--- src/rtl/seq_restoring_divider.sv ---
// Multi-cycle unsigned restoring divider: one shift-compare-subtract step per clock,
// with a start/busy/done handshake and a divide-by-zero flag.
module seq_restoring_divider #(
    parameter int unsigned WIDTH = 4,
    parameter int unsigned CNT_W = 3
) (
    input  logic             clk,
    input  logic             rst_n,
    input  logic             start,
    input  logic [WIDTH-1:0] dividend,
    input  logic [WIDTH-1:0] divisor,
    output logic             busy,
    output logic             done,
    output logic [WIDTH-1:0] quotient,
    output logic [WIDTH-1:0] remainder,
    output logic             dbz
);

    typedef enum logic [1:0] {IDLE, RUN, DONE} state_t;

    state_t           state_q;
    logic [WIDTH-1:0] q_q;
    logic [WIDTH-1:0] d_q;
    // Restored remainder is always < D, so its MSB is zero and is not stored.
    logic [WIDTH-1:0] r_q;
    logic [CNT_W-1:0] cnt_q;
    logic             busy_q;
    logic             done_q;
    logic             dbz_q;
    logic [WIDTH-1:0] quot_q;
    logic [WIDTH-1:0] rem_q;

    logic [WIDTH:0]   r_sh;
    logic [WIDTH-1:0] diff;
    logic             bw;
    logic             ge;
    logic [WIDTH-1:0] r_d;
    logic [WIDTH-1:0] q_d;

    // Borrow-ripple subtract of {0,D} from the (WIDTH+1)-bit shifted remainder.
    always_comb begin
        r_sh = {r_q, q_q[WIDTH-1]};
        diff = '0;
        bw   = 1'b0;
        for (int unsigned i = 0; i < WIDTH; i++) begin
            diff[i] = r_sh[i] ^ d_q[i] ^ bw;
            bw      = (~r_sh[i] & d_q[i]) | (~(r_sh[i] ^ d_q[i]) & bw);
        end
        ge  = r_sh[WIDTH] | ~bw;
        r_d = ge ? diff : r_sh[WIDTH-1:0];
        q_d = {q_q[WIDTH-2:0], ge};
    end

    always_ff @(posedge clk or negedge rst_n) begin
        if (!rst_n) begin
            state_q <= IDLE;
            q_q     <= '0;
            d_q     <= '0;
            r_q     <= '0;
            cnt_q   <= '0;
            busy_q  <= 1'b0;
            done_q  <= 1'b0;
            dbz_q   <= 1'b0;
            quot_q  <= '0;
            rem_q   <= '0;
        end else begin
            case (state_q)
                IDLE, DONE: begin
                    done_q <= 1'b0;
                    if (start) begin
                        if (divisor != '0) begin
                            q_q     <= dividend;
                            d_q     <= divisor;
                            r_q     <= '0;
                            cnt_q   <= CNT_W'(WIDTH);
                            busy_q  <= 1'b1;
                            dbz_q   <= 1'b0;
                            state_q <= RUN;
                        end else begin
                            done_q  <= 1'b1;
                            dbz_q   <= 1'b1;
                            quot_q  <= '1;
                            rem_q   <= dividend;
                            state_q <= DONE;
                        end
                    end else begin
                        state_q <= IDLE;
                    end
                end
                RUN: begin
                    r_q   <= r_d;
                    q_q   <= q_d;
                    cnt_q <= cnt_q - CNT_W'(1);
                    if (cnt_q == CNT_W'(1)) begin
                        quot_q  <= q_d;
                        rem_q   <= r_d;
                        done_q  <= 1'b1;
                        busy_q  <= 1'b0;
                        state_q <= DONE;
                    end
                end
                default: state_q <= IDLE;
            endcase
        end
    end

    assign busy      = busy_q;
    assign done      = done_q;
    assign dbz       = dbz_q;
    assign quotient  = quot_q;
    assign remainder = rem_q;

endmodule

--- config.mk ---
export PLATFORM = sky130hd
export DESIGN_NAME = seq_restoring_divider
export DESIGN_NICKNAME = d
export VERILOG_FILES = /design/src/rtl/seq_restoring_divider.sv
export SDC_FILE = /design/constraint.sdc
export NUM_CORES = 1
export LEC_CHECK = 0
export CAP_MARGIN = 20
export CORE_MARGIN = 2
export CORE_UTILIZATION = 52
export CTS_CLUSTER_SIZE = 8
export DETAILED_ROUTE_END_ITERATION = 8
export PLACE_DENSITY = 0.82
export SYNTH_ARGS = -nofsm -noshare
export SYNTH_HDL_FRONTEND = slang
export SYNTH_SLANG_ARGS = --single-unit
--- constraint.sdc ---
create_clock -name clk -period 3.3 [get_ports clk]
set_clock_uncertainty 0.1 [all_clocks]
set_input_delay 0.495 -clock clk [delete_from_list [all_inputs] [get_ports clk]]
set_output_delay 0.495 -clock clk [all_outputs]
set_load 0.005 [all_outputs]
; Word-level counts from Yosys, hierarchy flattened
; Cells that the tools add are included.
[word_totals]
latch_bits = 0
input_bits = 11
output_inout_bits = 11
mem_bits_ro = 0
ramBits = 0
wordCells = 84
memories = 0
regBits = 28
[classes]
bitwise = 26
addsub = 1
n_mul = 0
shifts = 0
mux = 30
n_div = 0
n_eq_ne = 7
n_lt_le_gt_ge = 0
n_reduce_logical = 10
[op_table]
columns = op, count
row1 = $mux 4, 11
row2 = $pmux 4 s2, 4
row3 = $ne 2x2->1 const B, 4
row4 = $not 1->1, 8
row5 = $reduce_and 4->1, 2
row6 = $and 1x1->1, 7
row7 = $xor 1x1->1, 7
row8 = $mux 1, 6
row9 = $mux 2, 3
row10 = $mux 3, 2
row11 = $pmux 3 s2, 1
row12 = $reduce_and 3->1, 2
row13 = $or 1x1->1, 4
row14 = $pmux 1 s2, 2
row15 = $pmux 2 s2, 1
row16 = $reduce_and 2->1, 2
row17 = $reduce_bool 4->1, 1
row18 = $eq 3x1->1 const B, 1
row19 = $sub 3x1->3 const B, 1
row20 = $eq 2x1->1 const B, 1
row21 = $eq 2x2->1 const B, 1
row22 = $logic_not 2->1, 1
row23 = $reduce_bool 2->1, 1
row24 = $reduce_or 2->1, 1

; Logic depth before layout (Yosys ltp)
[depth]
word_depth = 13
ltp_mapped = 8
depth_no_buf = 8

; Least setup slack after synthesis
; OpenSTA, ideal clock, no wires.
[synth_path]
kind = register to register
start = register q_q[3]
end = register rem_q[0], in the netlist remainder[0]
setup_time_ns = 0.120
period_less_slack_ns = 2.605
arrival_ns = 2.385
slack_ns = 0.695
n_path_buf = 0
stages_incl_launch_ff = 9
t_required_ns = 3.080
path_cell_list = dfrtp_1 -> inv_1 -> ha_1 -> fa_1 -> fa_1 -> fa_1 -> and3b_1 -> a211o_1 -> a31o_2
[synth_between]
elab_chain_len = 13
elab_cells_between_ends = 14
cone_classes = mux (3) / bitwise (11)
[synth_lines]
columns = item, line_no
row1 = start: declaration, 22  ; logic [WIDTH-1:0] q_q;
row2 = start signal: assignment, 72  ; q_q <= dividend;
row3 = start signal: assignment, 92  ; q_q <= q_d;
row4 = $not 1->1, 47  ; bw = (~r_sh[i] & d_q[i]) | (~(r_sh[i] ^ d_q[i]) & bw);
row5 = $and 1x1->1 (2 in a row), 47
row6 = $or 1x1->1, 47
row7 = $and 1x1->1, 47
row8 = $or 1x1->1, 47
row9 = $and 1x1->1, 47
row10 = $or 1x1->1, 47
row11 = $not 1->1, 49  ; ge = r_sh[WIDTH] | ~bw;
row12 = $or 1x1->1, 49
row13 = $mux 4 (*), 50  ; r_d = ge ? diff : r_sh[WIDTH-1:0];
row14 = $mux 4 (*), 94  ; if (cnt_q == CNT_W'(1)) begin
row15 = $pmux 4 s2 (*), 67  ; case (state_q)
row16 = end signal: assignment, 83  ; rem_q <= dividend;
row17 = end signal: assignment, 96  ; rem_q <= r_d;
row18 = end: declaration, 31  ; logic [WIDTH-1:0] rem_q;
; Mark *: on every way between the ends. The rest lies on a longest branch, timed or not. The select of a mux whose other input is x is not followed.
; A chain may end at the register's enable or synchronous reset.

; Worst setup path after layout
; Ends and elaborated chain as after synthesis.

==> results.txt <==
- Cells after synthesis: 129
- Type of element capturing the critical path: flop
- The first global-routing pass estimated 5.140 mm of wire.
* Leak: 0.0007212 uW
- First drt pass iteration count: 4
- The number of antenna diodes in the final layout is 0.
- Seq/Total Area, Yosys: 50.36%
- Startpoint Class: flop
- CTS buffer count: 3
- Dividing the final minimum period by the clock period gives 84.27%.
* Wire length after detailed routing: 3.001 mm
* ANT nets after route: 0
- Global Route met2 Usage: 34.18%
* YS warnings: 0
- TritonCTS built the clock tree.
- Met3 GRT Util: 2.791%
- CTS Root Cell: clkbuf_4
- Number of synthesized flops with an enable pin: 0
* DIE HEIGHT: 55.73 um
* Actual slew at the worst max-slew pin: 0.7547 ns
* Number of setup buffers added after CTS: 0
- The number of hold buffers added after CTS was 0.
* Insertion delay of the later-clocked pin in the worst-skew pair: 0.33 ns
- Post-Route Utilization: 66.37%
* Gr busiest metal: met2
- Power spread over the standard cell area amounts to 971.9 nW/um2.
* Starting density of the core: 55.66%
- Required time at the endpoint of the critical path: 3.44 ns
- Post-synthesis area per instance: 10.79 um2
- In this run the tool buffered the top-level ports with 21 buffer cells.
- In this run the number of H-tree levels came out at 1.
- In the final routed layout, each cell accounts on average for 16.58 um.
- For the worst setup path, the data arrival time is 2.92 ns.
- Post-synthesis to final-layout area growth: 19.24%
- For this run, design rule violations remaining after detail routing come to 0.
- Total GRT Usage: 21.53%
- Of all nets on the critical path, the largest fanout is 5.
* Row cnt: 18
* Worst Setup Path Type: flop to flop
* Predominant post-synthesis flop cell: dfrtp_1
- Number of violations reported at the end of detailed-routing iteration 0: 64
* Final number of max-transition violations: 0
- Synth top area cells: dfrtp_1 50%, o21ai_0 5.4%, fa_1 4.3%, a31oi_1 3.1%, ha_1 2.7%
* Maximum capacitance violations: 0
- The run finished with clean final reports.
- The number of cells on the worst reg-to-reg path is 8.
- Clock transition time at the flip-flop clock pins of the worst setup and hold paths: 0.15 ns
- Synthesis inferred 28 register bits.
* CTS-repair resized insts: 0
- CTS sink count: 28
- Via count: 1084
- Half-perimeter wire length after placement: 2.176 mm
* Filler Cells Inserted: 200
* Tmin final: 2.781 ns
- Number of unique standard cell types used by synthesis: 33
- Async SR Flop Fraction: 100.0%
- The synthesized netlist occupies a cell area of 1391 um2.
- Vias/cell: 5.989
- Initial antenna violation count: 0
- Maximum count of clock buffers along a single path: 2
* Final hold violation count: 0
- The top cell types in the final layout, fill and taps aside, are 28 x dfrtp_1, 21 x clkdlybuf4s50_1, 15 x o21ai_0, 10 x inv_1, 8 x nand2_1.
- Peak supply drop: 0.6750 mV
* Largest area contributor in the synthesized netlist: dfrtp_1
- Vias in the first global route: 1033
- After the last flow step, the layout net total stands at 169.
- # IOs: 22
- Synthesis produced a netlist with a net count of 146.
* Core Region: 2500 um2
- The floorplan step defined a die boundary enclosing 3105 um2.
* Die span in x: 55.73 um
- Setup repair after global routing left no endpoint under its margin.
* Path class of the lowest-slack min-delay path: input pin to asynchronous set/reset pin
- Share of the synthesized area in the top cell type: 50.36%
* Share of post-route cells with drive strength above 1: 9.272%
* Top achievable clock speed: 0.3596 GHz
- For this run, global-route usage on met1 was measured as 29.69%.
* Setup TNS: 0 ns
- The worst pin sits at a relative slew slack of 49.69%.
- At the end of routability-driven placement, the weighted congestion stood at 0.8462.
* Most frequent standard cell in the layout excluding fill and tap cells: dfrtp_1
* Setup-failing EPs final: 0
- Pin count of the biggest net entering global routing: 29
* Final global-route overflow total: 0
-- report_power, final --
part	total [uW]	internal [uW]	switching [uW]
clock network	168	67.6	101
registers	640	514	126
logic	804	404	400
-- cell usage after synthesis (2+ instances only) --
master and n:
nand2_1 8, a211o_1 4, nor3b_1 3, buf_2 4
fa_1 3, nand2b_1 4, o211ai_1 2, ha_1 3
nand3_1 4, a22o_1 4, a31oi_1 7, nor2b_1 2
a21oi_1 5, nor2_1 4, o21ai_0 15, dfrtp_1 28
inv_1 10, a211oi_1 4
-- path summary, 6_finish.rpt --
| path | start | endpoint | slack (ns) |
|---|---|---|---|
| max in group asynchronous | rst_n | dbz | 2.41 |
| setup reg to reg | q_q[3] | remainder[0] | 0.52 |
| min in group clk | d_q[0] | d_q[0] | 0.43 |
| hold reg to reg | d_q[0] | d_q[0] | 0.43 |
| setup / recovery | q_q[3] | remainder[0] | 0.52 |
| hold / removal | rst_n | r_q[2] | 0.42 |
-- cell families (layout without fill, tap and decap cells) --
kind of cell	count (synthesis)	after routing	synth area share (%)
flip-flops	28	28	50.36
multiplexers	1	1	0.7195
AND/OR/NAND/NOR	31	31	14.21
XOR/XNOR	1	1	0.6296
buffers and inverters	16	38	5.486
AO/OA/AOI/OAI	46	46	21.58
adder cells (fa/ha/maj)	6	6	7.015
-- stage by stage --
stage	hold WS (ns)	setup slack (ns)	std cells	power (uW)	cell area, um2
final	0.4234	0.5192	181	1613	1659
after global routing	0.4386	0.4352	181	1764	1659
after CTS	0.4148	0.5123	181	1629	1659
after detailed placement	0.3976	0.5412	177	1458	1623
after global placement	0.3625	0.6340	177	1404	1623
after floorplan	0.09941	0.6946	129	1146	1391
-- routing by layer --
metal	vias to the layer above	wire (um)
li1	508	-
met1	535	1396
met2	37	1426
met3	4	127
met4	0	51
met5	-	0
-- cell type report --
class                           count  area [um2]  area share, %
Timing Repair Buffer               24       232.7          14.03
Clock buffer                        4       36.28          2.187
Multi-Input combinational cell     85       614.3          37.03
Inverter                           10       37.54          2.262
Tap cell                           30       37.54          2.262
Sequential cell                    28       700.7          42.23
-- flip-flops by register name, indices dropped and copies added (netlist names) --
| signal | flops |
|---|---|
| busy | 1 |
| cnt_q | 3 |
| d_q | 4 |
| dbz | 1 |
| done | 1 |
| q_q | 4 |
| quotient | 4 |
| r_q | 4 |
| remainder | 4 |
| state_q | 2 |
-- critical path: stages, from the launching register on --
cell     delay, ns
dfrtp_1       0.39
inv_1         0.05
ha_1          0.20
fa_1          0.39
fa_1          0.39
fa_1          0.45
and3b_1       0.21
a211o_1       0.27
a31o_2        0.24
(Power assumes the default switching activity.)
